[config.mk]
export PLATFORM = sky130hd
export DESIGN_NAME = itoaer
export DESIGN_NICKNAME = d
export VERILOG_FILES = /design/src/rtl/itoaer.sv
export SDC_FILE = /design/constraint.sdc
export NUM_CORES = 1
export LEC_CHECK = 0
export ABC_AREA = 1
export CAP_MARGIN = 20
export CORE_MARGIN = 5
export CORE_UTILIZATION = 49
export DETAILED_ROUTE_END_ITERATION = 10
export PLACE_DENSITY = 0.72
export SYNTH_ARGS = -nofsm -noshare
export SYNTH_HDL_FRONTEND = slang
export SYNTH_SLANG_ARGS = --single-unit
[constraint.sdc]
create_clock -name clk -period 4.21 [get_ports clk]
set_input_delay 0.842 -clock clk [delete_from_list [all_inputs] [get_ports clk]]
set_output_delay 0.842 -clock clk [all_outputs]
set_load 0.03 [all_outputs]
[src/rtl/itoaer.sv]
`default_nettype none
// itoaer: writes a 32-bit value as signed-decimal or unsigned-hex ASCII, MS char first, to byte memory.
// Revision 1.0
module itoaer #(
  parameter int DSZ = 32,
  parameter int ASZ = 17,
  parameter int MSZ = 8
) (
  input  logic           clk,
  input  logic           rst,
  input  logic           en,
  input  logic           hex,
  input  logic [DSZ-1:0] vi,
  input  logic [ASZ-1:0] ai,
  output logic           bsy,
  output logic [3:0]     len,
  output logic [ASZ-1:0] ao,
  output logic           mb_we,
  output logic [ASZ-1:0] mb_ai,
  output logic [MSZ-1:0] mb_vi
);

  typedef enum logic [2:0] {RDY, SGN, DEC, HEX, DONE} state_t;

  state_t         state_q, state_d;
  logic [DSZ-1:0] rem_q, rem_d;
  logic [ASZ-1:0] p_q, p_d;
  logic [3:0]     len_q, len_d;
  logic [3:0]     k_q, k_d;
  logic [3:0]     d_q, d_d;
  logic           started_q, started_d;
  logic           hex_q, hex_d;

  logic [DSZ-1:0] pow;
  logic [3:0]     nib;
  logic           emit;
  logic [MSZ-1:0] chr;

  always_comb begin
    case (k_q)
      4'd0:    pow = 32'd1;
      4'd1:    pow = 32'd10;
      4'd2:    pow = 32'd100;
      4'd3:    pow = 32'd1000;
      4'd4:    pow = 32'd10000;
      4'd5:    pow = 32'd100000;
      4'd6:    pow = 32'd1000000;
      4'd7:    pow = 32'd10000000;
      4'd8:    pow = 32'd100000000;
      4'd9:    pow = 32'd1000000000;
      default: pow = 32'd1;
    endcase
  end

  assign nib = rem_q[{k_q[2:0], 2'b00} +: 4];

  // Every action below is gated by en so an abort cycle never writes.
  always_comb begin
    state_d   = state_q;
    rem_d     = rem_q;
    p_d       = p_q;
    len_d     = len_q;
    k_d       = k_q;
    d_d       = d_q;
    started_d = started_q;
    hex_d     = hex_q;
    emit      = 1'b0;
    chr       = 8'h00;
    case (state_q)
      RDY: begin
        if (en) begin
          rem_d     = vi;
          p_d       = ai;
          hex_d     = hex;
          len_d     = 4'd0;
          started_d = 1'b0;
          state_d   = SGN;
        end
      end
      SGN: begin
        if (!en) begin
          state_d = RDY;
        end else begin
          if (!hex_q && rem_q[DSZ-1]) begin
            emit  = 1'b1;
            chr   = 8'h2D;
            rem_d = -rem_q;
          end
          d_d     = 4'd0;
          k_d     = hex_q ? 4'd7 : 4'd9;
          state_d = hex_q ? HEX : DEC;
        end
      end
      DEC: begin
        if (!en) begin
          state_d = RDY;
        end else if (rem_q >= pow) begin
          rem_d = rem_q - pow;
          d_d   = d_q + 4'd1;
        end else begin
          if (d_q != 4'd0 || started_q || k_q == 4'd0) begin
            emit      = 1'b1;
            chr       = 8'h30 + {4'h0, d_q};
            started_d = 1'b1;
          end
          d_d = 4'd0;
          k_d = k_q - 4'd1;
          if (k_q == 4'd0) state_d = DONE;
        end
      end
      HEX: begin
        if (!en) begin
          state_d = RDY;
        end else begin
          if (nib != 4'd0 || started_q || k_q == 4'd0) begin
            emit      = 1'b1;
            chr       = (nib < 4'd10) ? (8'h30 + {4'h0, nib}) : (8'h37 + {4'h0, nib});
            started_d = 1'b1;
          end
          k_d = k_q - 4'd1;
          if (k_q == 4'd0) state_d = DONE;
        end
      end
      DONE: begin
        if (!en) state_d = RDY;
      end
      default: state_d = RDY;
    endcase
    if (emit) begin
      p_d   = p_q + ASZ'(1);
      len_d = len_q + 4'd1;
    end
  end

  always_ff @(posedge clk or negedge rst) begin
    if (!rst) begin
      state_q   <= RDY;
      rem_q     <= '0;
      p_q       <= '0;
      len_q     <= 4'd0;
      k_q       <= 4'd0;
      d_q       <= 4'd0;
      started_q <= 1'b0;
      hex_q     <= 1'b0;
    end else begin
      state_q   <= state_d;
      rem_q     <= rem_d;
      p_q       <= p_d;
      len_q     <= len_d;
      k_q       <= k_d;
      d_q       <= d_d;
      started_q <= started_d;
      hex_q     <= hex_d;
    end
  end

  assign bsy   = (state_q == SGN) || (state_q == DEC) || (state_q == HEX);
  assign len   = len_q;
  assign ao    = p_q;
  assign mb_we = emit;
  assign mb_ai = p_q;
  assign mb_vi = chr;

endmodule
`default_nettype wire
==> results of run 1 <==
-- per-layer routing --
layer  routed length (µm)  vias up  share of wire  global-route usage
li1                     -     4441              -                   -
met1                12540     4127           0.44              0.4183
met2                12950      362           0.45              0.4878
met3                 2234       61          0.078             0.06958
met4                  816        2          0.029              0.1019
met5                    7        -        0.00025                   0
-- critical path: stages (launching register included) --
cell and delay [ns]:
dfrtp_1 0.41, buf_4 0.15, ha_2 0.19, nand2_2 0.08, nor2_4 0.13, inv_2 0.11
ha_2 0.39, nand2_1 0.10, inv_1 0.06, nand2_1 0.09, nor4_1 0.26, buf_4 0.18
nand2_2 0.06, nand4_1 0.20, buf_4 0.17, nand2_4 0.05, nand2_4 0.05, inv_1 0.05
buf_4 0.16
-- metrics by stage --
step | instance area [µm²] | hold WS, ns
final | 9600 | 0.5216
after global placement | 8915 | 0.5254
after global routing | 9600 | 0.5668
after CTS | 9281 | 0.5315
after floorplan | 7777 | 0.4861
after detailed placement | 8915 | 0.5422
-- registers in the layout, summed over array words and instances (netlist names) --
| signal | cells |
|---|---|
| started_q | 1 |
| len | 4 |
| ao | 17 |
| rem_q | 32 |
| d_q | 4 |
| state_q | 3 |
| k_q | 4 |
| hex_q | 1 |
-- cell usage in the layout, fill, tap and decap left out, types with 3 or more instances in the layout --
master	n
nand4_1	24
o22ai_1	4
xor2_1	14
nor3_1	25
clkdlybuf4s50_1	91
nand2_2	12
ha_1	30
nand3b_1	16
nand2_1	382
nor4_1	7
o21ai_0	54
inv_2	12
nor2_1	138
inv_1	130
o211ai_1	8
o21bai_1	7
clkbuf_16	9
a21oi_1	60
nand3_1	139
xnor2_1	9
nand2_4	6
dfrtp_1	64
ha_4	4
inv_4	3
or2_2	8
o21ai_2	4
nor2_4	7
o21ai_1	28
nor2_2	6
buf_6	4
ha_2	9
a21oi_2	10
and2_1	4
buf_4	46
-- cell usage after synthesis, types with 3 or more instances --
master / instances / share of area
ha_1: 43 / 0.069
o22ai_1: 4 / 0.0032
buf_2: 10 / 0.0064
nand2_1: 392 / 0.19
o21bai_1: 7 / 0.0068
or2_2: 8 / 0.0064
nand2_2: 3 / 0.0024
buf_6: 8 / 0.012
xor2_1: 14 / 0.016
o211ai_1: 8 / 0.0077
and2_1: 4 / 0.0032
nand4_1: 24 / 0.019
a21oi_1: 71 / 0.046
o21ai_1: 29 / 0.019
xnor2_1: 9 / 0.010
nor2_2: 5 / 0.0040
nand3_1: 140 / 0.090
buf_4: 19 / 0.018
nor4_1: 7 / 0.0056
nor3_1: 25 / 0.016
nand2_4: 5 / 0.0072
nand3b_1: 16 / 0.015
inv_2: 11 / 0.0053
nor2_1: 144 / 0.069
clkbuf_1: 11 / 0.0053
o21ai_0: 56 / 0.036
dfrtp_1: 66 / 0.21
clkinv_1: 3 / 0.0014
inv_1: 133 / 0.064
-- cell families (layout without fill, tap and decap cells) --
kind of cell | Yosys count | after routing
XOR/XNOR | 23 | 23
other | 1 | 1
AND/OR/NAND/NOR | 782 | 782
buffers and inverters | 197 | 306
AO/OA/AOI/OAI | 187 | 187
adder cells (fa/ha/maj) | 44 | 44
flip-flops | 66 | 66
-- how the worst max path moves through the flow --
stage / start / to / slack, ns
CTS: k_q[1]$_DFFE_PN0P_ / mb_vi[0] / 0.001
finish: k_q[0]$_DFFE_PN0P_ / mb_we / 0.12
global route: k_q[1]$_DFFE_PN0P_ / mb_vi[2] / -0.02
detailed placement: k_q[2]$_DFFE_PN0P_ / mb_vi[1] / 0.21
floorplan: k_q[0]$_DFFE_PN0P_ / mb_vi[0] / 0.19
global placement: k_q[2]$_DFFE_PN0P_ / mb_vi[0] / 0.23
-- layout make-up --
| cell class | count | area share |
|---|---|---|
| Timing Repair Buffer | 143 | 0.1381 |
| Clock inverter | 4 | 0.007689 |
| Clock buffer | 12 | 0.02672 |
| Sequential cell | 66 | 0.1723 |
| Multi-Input combinational cell | 1037 | 0.5684 |
| Tap cell | 216 | 0.02815 |
| Inverter | 147 | 0.05865 |
-- what timing repair did --
item	CTS	global route
pin swaps	2	11
buffers inserted	1	14
setup endpoints to repair	7	7
resized for setup	12	59
==> impl_metrics.yaml, run 1 <==
grt:
  grt_max_degree: 48
  grt_pass1_vias: 8410
  grt.overflow.total: 0
  antenna_found_initial: 1
  grt_pass1_wl_um: 44320
  track_usage: 0.3085
synthesis:
  synth_edf_count: 0
  synth_compound_area_frac: 0.1337
  synth_warnings: 0
  synth-async-reset-ratio: 1.000
  synthFlopType: "dfrtp_1"
  avgSynthCellArea_um2: 5.983
  synth_xor_area_frac: 0.02590
  synth_top_family_by_area: "simple AND/OR/NAND/NOR gates"
  syn_area_um2: 7777
  seq_area_frac_synth: 0.2124
  synthAdderAreaFrac: 0.07175
  syn_nets: 1397
  yosys.area_share.simple: 0.4422
  synth.distinct_cells: 48
  synth_seq_cells: 66
  syn_inst: 1300
  muxShareOfSynthArea: 0
floorplan:
  die_y_um: 136.0
  rows: 46
  ioPinCount: 101
  fp.dieW_um: 136.0
  core-area_um2: 15710
  dieArea_um2: 18490
  initial_core_util: 0.4950
clocking:
  path_clk_slew_ns: 0.06
  cts-root-buf: "clkbuf_16"
  htree_levels: 3
  cts.sinks: 66
  numCtsBuffers: 9
  clk_latency_ns: 0.35
  holdBufCountCts: 0
  clock_path_buffers: 2
  cts_tree: "done"
cells_and_area:
  final_layout_size_suffix_gt1_frac: 0.1150
  final_core_util: 0.6110
  syn_to_final_growth_pct: 23.44
  diodes: 0
  nFillCells: 1590
  nNetsFinal: 1501
  fin_cells: 1625
  multi_input_area_um2: 5456
  regArea_um2: 1654
route:
  route.vias.total: 8993
  avgRoutedWirePerCell_um: 17.56
  routed_wl_um: 28540
  drc: 0
  vias_per_cell: 5.534
  first_pass_iters: 5
  drt_iter0_markers: 639
  drtAntennaViolNets: 0
worst_setup_path:
  crit_arrival_ns: 3.25
  r2r-start: "k_q[0]$_DFFE_PN0P_"
  critPathRequiredTime_ns: 3.37
  timing.critical_path.from_type: "flip-flop"
  r2r_cells: 21
  r2r-end: "rem_q[2]$_DFFE_PN0P_"
  crit_fanout: 5
  critPathKind: "reg2out"
  end_kind: "output pin"
  r2r_setup_slack_ns: 0.75
status:
  status: "complete, no violations"
min_path:
  hold_class: "in2async"
timing:
  skew_ns: 0.007889
  worst_pin_slew_ns: 0.8091
  maxSlewHeadroom: 0.4564
  fmax_mhz: 244.6
  setup_viol: 0
  setup_tns_ns: 0
  period_minus_slack_ns: 4.089
  setup_slack_ns: 0.1211
  fin_crit_sh: 0.9712
  final_max_slew_viol_count: 0
  hold_viol: 0
place:
  preCtsSetupSlack_ns: 0.2062
  place_hpwl_um: 22400
  dpl.cell_count: 1594
  port_buffers: 99
  gp_congestion: 1.022
run:
  max_cap_viol_count: 0
Power of run 1 is left out: the tool's default activity adds up to more than one toggle a clock period on the data nets, which glitch-free logic cannot reach.
==> run 2: changes to the inputs <==
- CORE_MARGIN: 5 -> 2
==> run 2 against run 1 <==
Global-route usage rose by 3.1 points. Routed wire length rose by 0.60%. Worst setup slack lost 0.024 ns. Via count fell by 0.41%. Clock-buffer cell count is 2 lower. Final area up 0.56%. First-iteration DRC count up 14%. Critical path type unchanged. Highest routed layer is now met4.
==> impl_metrics.yaml, run 2 (synthesis gave the netlist of run 1 again) <==
status:
  status: "complete, no violations"
timing:
  fin_crit_sh: 0.9769
  worst_pin_slew_ns: 0.8230
  setup_viol: 0
  hold_viol: 0
  period_minus_slack_ns: 4.113
  fmax_mhz: 243.1
  final_max_slew_viol_count: 0
  maxSlewHeadroom: 0.4471
  skew_ns: 0.01236
  rsz0062_at_grt: "true"
worst_setup_path:
  crit_fanout: 4
  crit_slowest_cell: "dfrtp_1"
  critPathMaxStageDelay_ns: 0.43
  path_delay_family: "simple AND/OR/NAND/NOR gates"
  end_kind: "output pin"
  path_cells: "inv_2, ha_4, nand2_4, nor2_1, buf_4, clkinvlp_4, ha_4, nand2_1, nand2_1, nand2_1, and2_4, nand2_4, a21oi_2, buf_4, nand4_1, nor2_2, inv_2, o21ai_2, buf_6"
  worstSetupStartpoint: "k_q[1]$_DFFE_PN0P_"
  r2r-start: "k_q[1]$_DFFE_PN0P_"
  timing.critical_path.from_type: "flip-flop"
  critPathRequiredTime_ns: 3.37
  path_buf_inv: 6
  critPathKind: "reg2out"
  crit_arrival_ns: 3.27
  cpMostUsedCell: "nand2_1"
  r2r_setup_slack_ns: 0.80
route:
  vias_per_cell: 5.478
  drtAntennaViolNets: 0
  routed_wl_um: 28710
  met3WireLength_um: 2298
  wl_met1_um: 12460
  avgRoutedWirePerCell_um: 17.56
  route.vias.total: 8956
  drt_iter0_markers: 729
  wl_met2_um: 13080
  highest_layer: "met4"
  first_pass_iters: 6
  drc: 0
cells_and_area:
  diodes: 0
  final_common_cell: "nand2_1"
  final_cell_area_um2: 9654
  top_register: "rem_q"
  layout_common_cells: "nand2_1, nand3_1, nor2_1"
  nFillCells: 1637
  nNetsFinal: 1511
  final_layout_size_suffix_gt1_frac: 0.1198
  syn_to_final_growth_pct: 24.13
  largest_reg_flops: 32
floorplan:
  core-area_um2: 15710
  initial_core_util: 0.4950
  ioPinCount: 101
  dieArea_um2: 16900
  fp.dieW_um: 130.0
  rows: 46
  die_y_um: 130.0
place:
  gp_congestion: 0.9814
  dpl_cell_area_um2: 9027
  port_buffers: 99
  place_hpwl_um: 22810
clocking:
  clk_latency_ns: 0.35
  numCtsBuffers: 9
  htree_levels: 3
  cts_tree: "done"
  cts-root-buf: "clkbuf_16"
  cts.sinks: 66
  clock_path_buffers: 2
  path_clk_slew_ns: 0.06
  holdBufCountCts: 0
run:
  max_cap_viol_count: 0
grt:
  grt.overflow.total: 0
  antenna_found_initial: 0
  grt_pass1_wl_um: 43750
  grt_max_degree: 48
  track_usage: 0.3398
  grt_pass1_vias: 8338
min_path:
  hold_class: "in2async"
run 2: cell count changes in the layout (fill, tap and decap cells not counted), sizes merged:
cell,before,now
buf,52,62
bufinv,2,1
clkbuf,12,10
clkdlybuf4s50,91,90
clkinv,3,4
clkinvlp,1,2
dlymetal6s2s,0,1
inv,145,146
run 2: cell type report:
class	instances	area (µm²)	area share
timing repair buffer	153	1404	0.1454
inverter	147	558.0	0.05780
tap	216	270.3	0.02799
sequential	66	1653	0.1712
multi-input combinational	1037	5465	0.5661
clock inverter	6	65.06	0.006739
clock buffer	10	239.0	0.02475
run 2: final timing paths:
kind	endpoint	cells past startpoint
max reg2reg	ao[0]$_DFFE_PN0P_	21
min in group clk	hex_q$_DFFE_PN0P_	2
max in group asynchronous	rem_q[20]$_DFFE_PN0P_	2
max	mb_vi[1]	19
min reg2reg	hex_q$_DFFE_PN0P_	2
min	d_q[1]$_DFFE_PN0P_	1
run 2: stage by stage:
step	setup WS, ns	instances	utilization	TNS, ns	hold WS [ns]
global route	-0.09586	1635	0.6144	-0.2966	0.5557
detailed placement	0.3250	1609	0.5745	0	0.5506
global placement	0.3528	1609	0.5745	0	0.5368
CTS	-0.01492	1626	0.5960	-0.01492	0.5227
finish	0.09704	1635	0.6144	0	0.5221
floorplan	0.1901	1300	-	0	0.4861
run 2: routing by layer:
| layer | vias to the layer above | GRT usage |
|---|---|---|
| met4 | 0 | 0.1195 |
| met3 | 53 | 0.07298 |
| li1 | 4472 | - |
| met5 | - | 0 |
| met1 | 4084 | 0.4448 |
| met2 | 347 | 0.5562 |
run 2: timing repair:
action	in CTS	in global routing
endpoints found under the setup margin	3	8
gates resized for setup	7	59
buffers inserted	1	9
pin swaps	2	12
endpoints found under the hold margin	0	0
Power of run 2 is left out for the same reason.
==> run 3: changes to the inputs <==
- CORE_UTILIZATION: 49 -> 46
- HOLD_SLACK_MARGIN: not set -> 0.1
- PLACE_DENSITY: 0.72 -> 0.68
==> run 3 against run 2 <==
Routed wire length is 1.9% lower. Die area is 6.3% higher. Worst setup slack better by 0.00057 ns.
==> impl_metrics.yaml, run 3 (synthesis gave the netlist of run 1 again) <==
timing:
  final_max_slew_viol_count: 0
  fin_crit_sh: 0.9768
  hold_slack_ns: 0.5499
  fmax_mhz: 243.2
  setup_viol: 0
  period_minus_slack_ns: 4.112
  hold_viol: 0
  maxSlewHeadroom: 0.4678
  setup_tns_ns: 0
  worst_pin_slew_ns: 0.7921
  setup_slack_ns: 0.09761
  skew_ns: 0.01147
clocking:
  cts-root-buf: "clkbuf_16"
  numCtsBuffers: 9
  clock_path_buffers: 2
  cts_tree: "done"
  clk_latency_ns: 0.35
  path_clk_slew_ns: 0.06
  cts.sinks: 66
  holdBufCountCts: 0
  htree_levels: 3
cells_and_area:
  layout_common_cells: "nand2_1, nor2_1, nand3_1"
  diodes: 0
  nFillCells: 1730
  final_layout_size_suffix_gt1_frac: 0.09599
  nNetsFinal: 1488
  multi_input_area_um2: 5416
  largest_reg_flops: 32
  top_register: "rem_q"
  syn_to_final_growth_pct: 21.36
  final_common_cell: "nand2_1"
  regArea_um2: 1653
route:
  wl_met2_um: 12680
  first_pass_iters: 5
  wl_met1_um: 12510
  drc: 0
  met3WireLength_um: 2193
  routed_wl_um: 28160
  avgRoutedWirePerCell_um: 17.43
  route.vias.total: 8914
  highest_layer: "met4"
  drt_iter0_markers: 664
  drtAntennaViolNets: 0
  vias_per_cell: 5.516
place:
  port_buffers: 99
  preCtsSetupSlack_ns: 0.2281
  gp_congestion: 1.052
  place_hpwl_um: 22190
floorplan:
  fp.dieW_um: 134.0
  dieArea_um2: 17960
  core-area_um2: 16580
  die_y_um: 134.0
  rows: 47
  initial_core_util: 0.4690
  ioPinCount: 101
worst_setup_path:
  path_delay_family: "buffers and inverters"
  r2r_setup_slack_ns: 0.63
  crit_arrival_ns: 3.27
  path_buf_inv: 6
  path_cells: "buf_4, ha_1, buf_4, a21oi_1, ha_1, nand2_1, inv_1, a21oi_1, nand2_2, nand2_2, nand3_1, nand2_2, nand4_1, buf_6, nor2_4, inv_2, o21ai_1, buf_4"
  crit_fanout: 8
  critPathKind: "reg2out"
  end_kind: "output pin"
  r2r-end: "rem_q[5]$_DFFE_PN0P_"
  crit_slowest_cell: "dfrtp_1"
  r2r-start: "k_q[0]$_DFFE_PN0P_"
  critPathRequiredTime_ns: 3.37
  r2r_cells: 21
  critPathMaxStageDelay_ns: 0.40
  timing.critical_path.from_type: "flip-flop"
grt:
  track_usage: 0.3122
  grt.overflow.total: 0
  grt_pass1_vias: 8292
  grt_pass1_wl_um: 43920
  grt_max_degree: 41
  antenna_found_initial: 0
min_path:
  holdPathStages: 2
  whs_endpoint: "hex_q$_DFFE_PN0P_"
  hold_start: "hex_q$_DFFE_PN0P_"
  hold_class: "reg2reg"
run:
  max_cap_viol_count: 0
status:
  status: "complete, no violations"
==> run 3: worst reg2reg max path, cell delays in order, from the launching register on <==
cell     delay (ns)
dfrtp_1        0.42
inv_2          0.09
ha_2           0.20
nand2_4        0.08
nor2_2         0.13
inv_1          0.13
ha_1           0.37
nand2_1        0.09
inv_1          0.08
nand2_1        0.14
nor4_4         0.28
buf_4          0.17
nand2_2        0.06
buf_4          0.14
nand2_2        0.11
inv_2          0.06
nand2_4        0.11
nand2_4        0.15
inv_2          0.29
buf_12         0.24
nand2_1        0.10
o21ai_1        0.09
==> run 3: worst max path at each step <==
stage                             startpoint        to  slack, ns  depth (start not counted)
final                     k_q[1]$_DFFE_PN0P_  mb_vi[1]        0.1                         18
after detailed placement  k_q[0]$_DFFE_PN0P_  mb_vi[1]       0.23                         18
after global placement    k_q[0]$_DFFE_PN0P_     mb_we       0.24                         19
after global routing      k_q[1]$_DFFE_PN0P_  mb_vi[1]      -0.03                         18
after CTS                 k_q[1]$_DFFE_PN0P_  mb_vi[1]      0.004                         16
after floorplan           k_q[0]$_DFFE_PN0P_  mb_vi[0]       0.19                         19
==> run 3: layout make-up <==
cell class              instances  area share
multi-input cells            1037      0.5738
flip-flops and latches         66      0.1751
repair buffers                130      0.1295
inverters                     147     0.05846
well taps                     220     0.02916
clock buffers                  11     0.02572
clock inverters                 5    0.008218
==> run 3: per-layer routing <==
layer,track usage,vias up
met5,0,-
met4,0.09357,0
met3,0.04611,56
met2,0.5060,359
met1,0.4325,4065
li1,-,4434
==> run 3: what timing repair did <==
item	in CTS	in global routing
buffers inserted	2	3
resized for setup	8	42
setup endpoints to repair	7	7
gates cloned	0	0
pin swaps	2	7
==> run 3: through the flow <==
stage | instance area (µm²) | util | std cells
2_1_floorplan | 7777 | - | 1300
3_3_place_gp | 8895 | 0.5364 | 1595
3_5_place_dp | 8895 | 0.5364 | 1595
4_1_cts | 9261 | 0.5585 | 1613
5_1_grt | 9439 | 0.5692 | 1616
6_report | 9439 | 0.5692 | 1616
Power of run 3 is left out for the same reason.
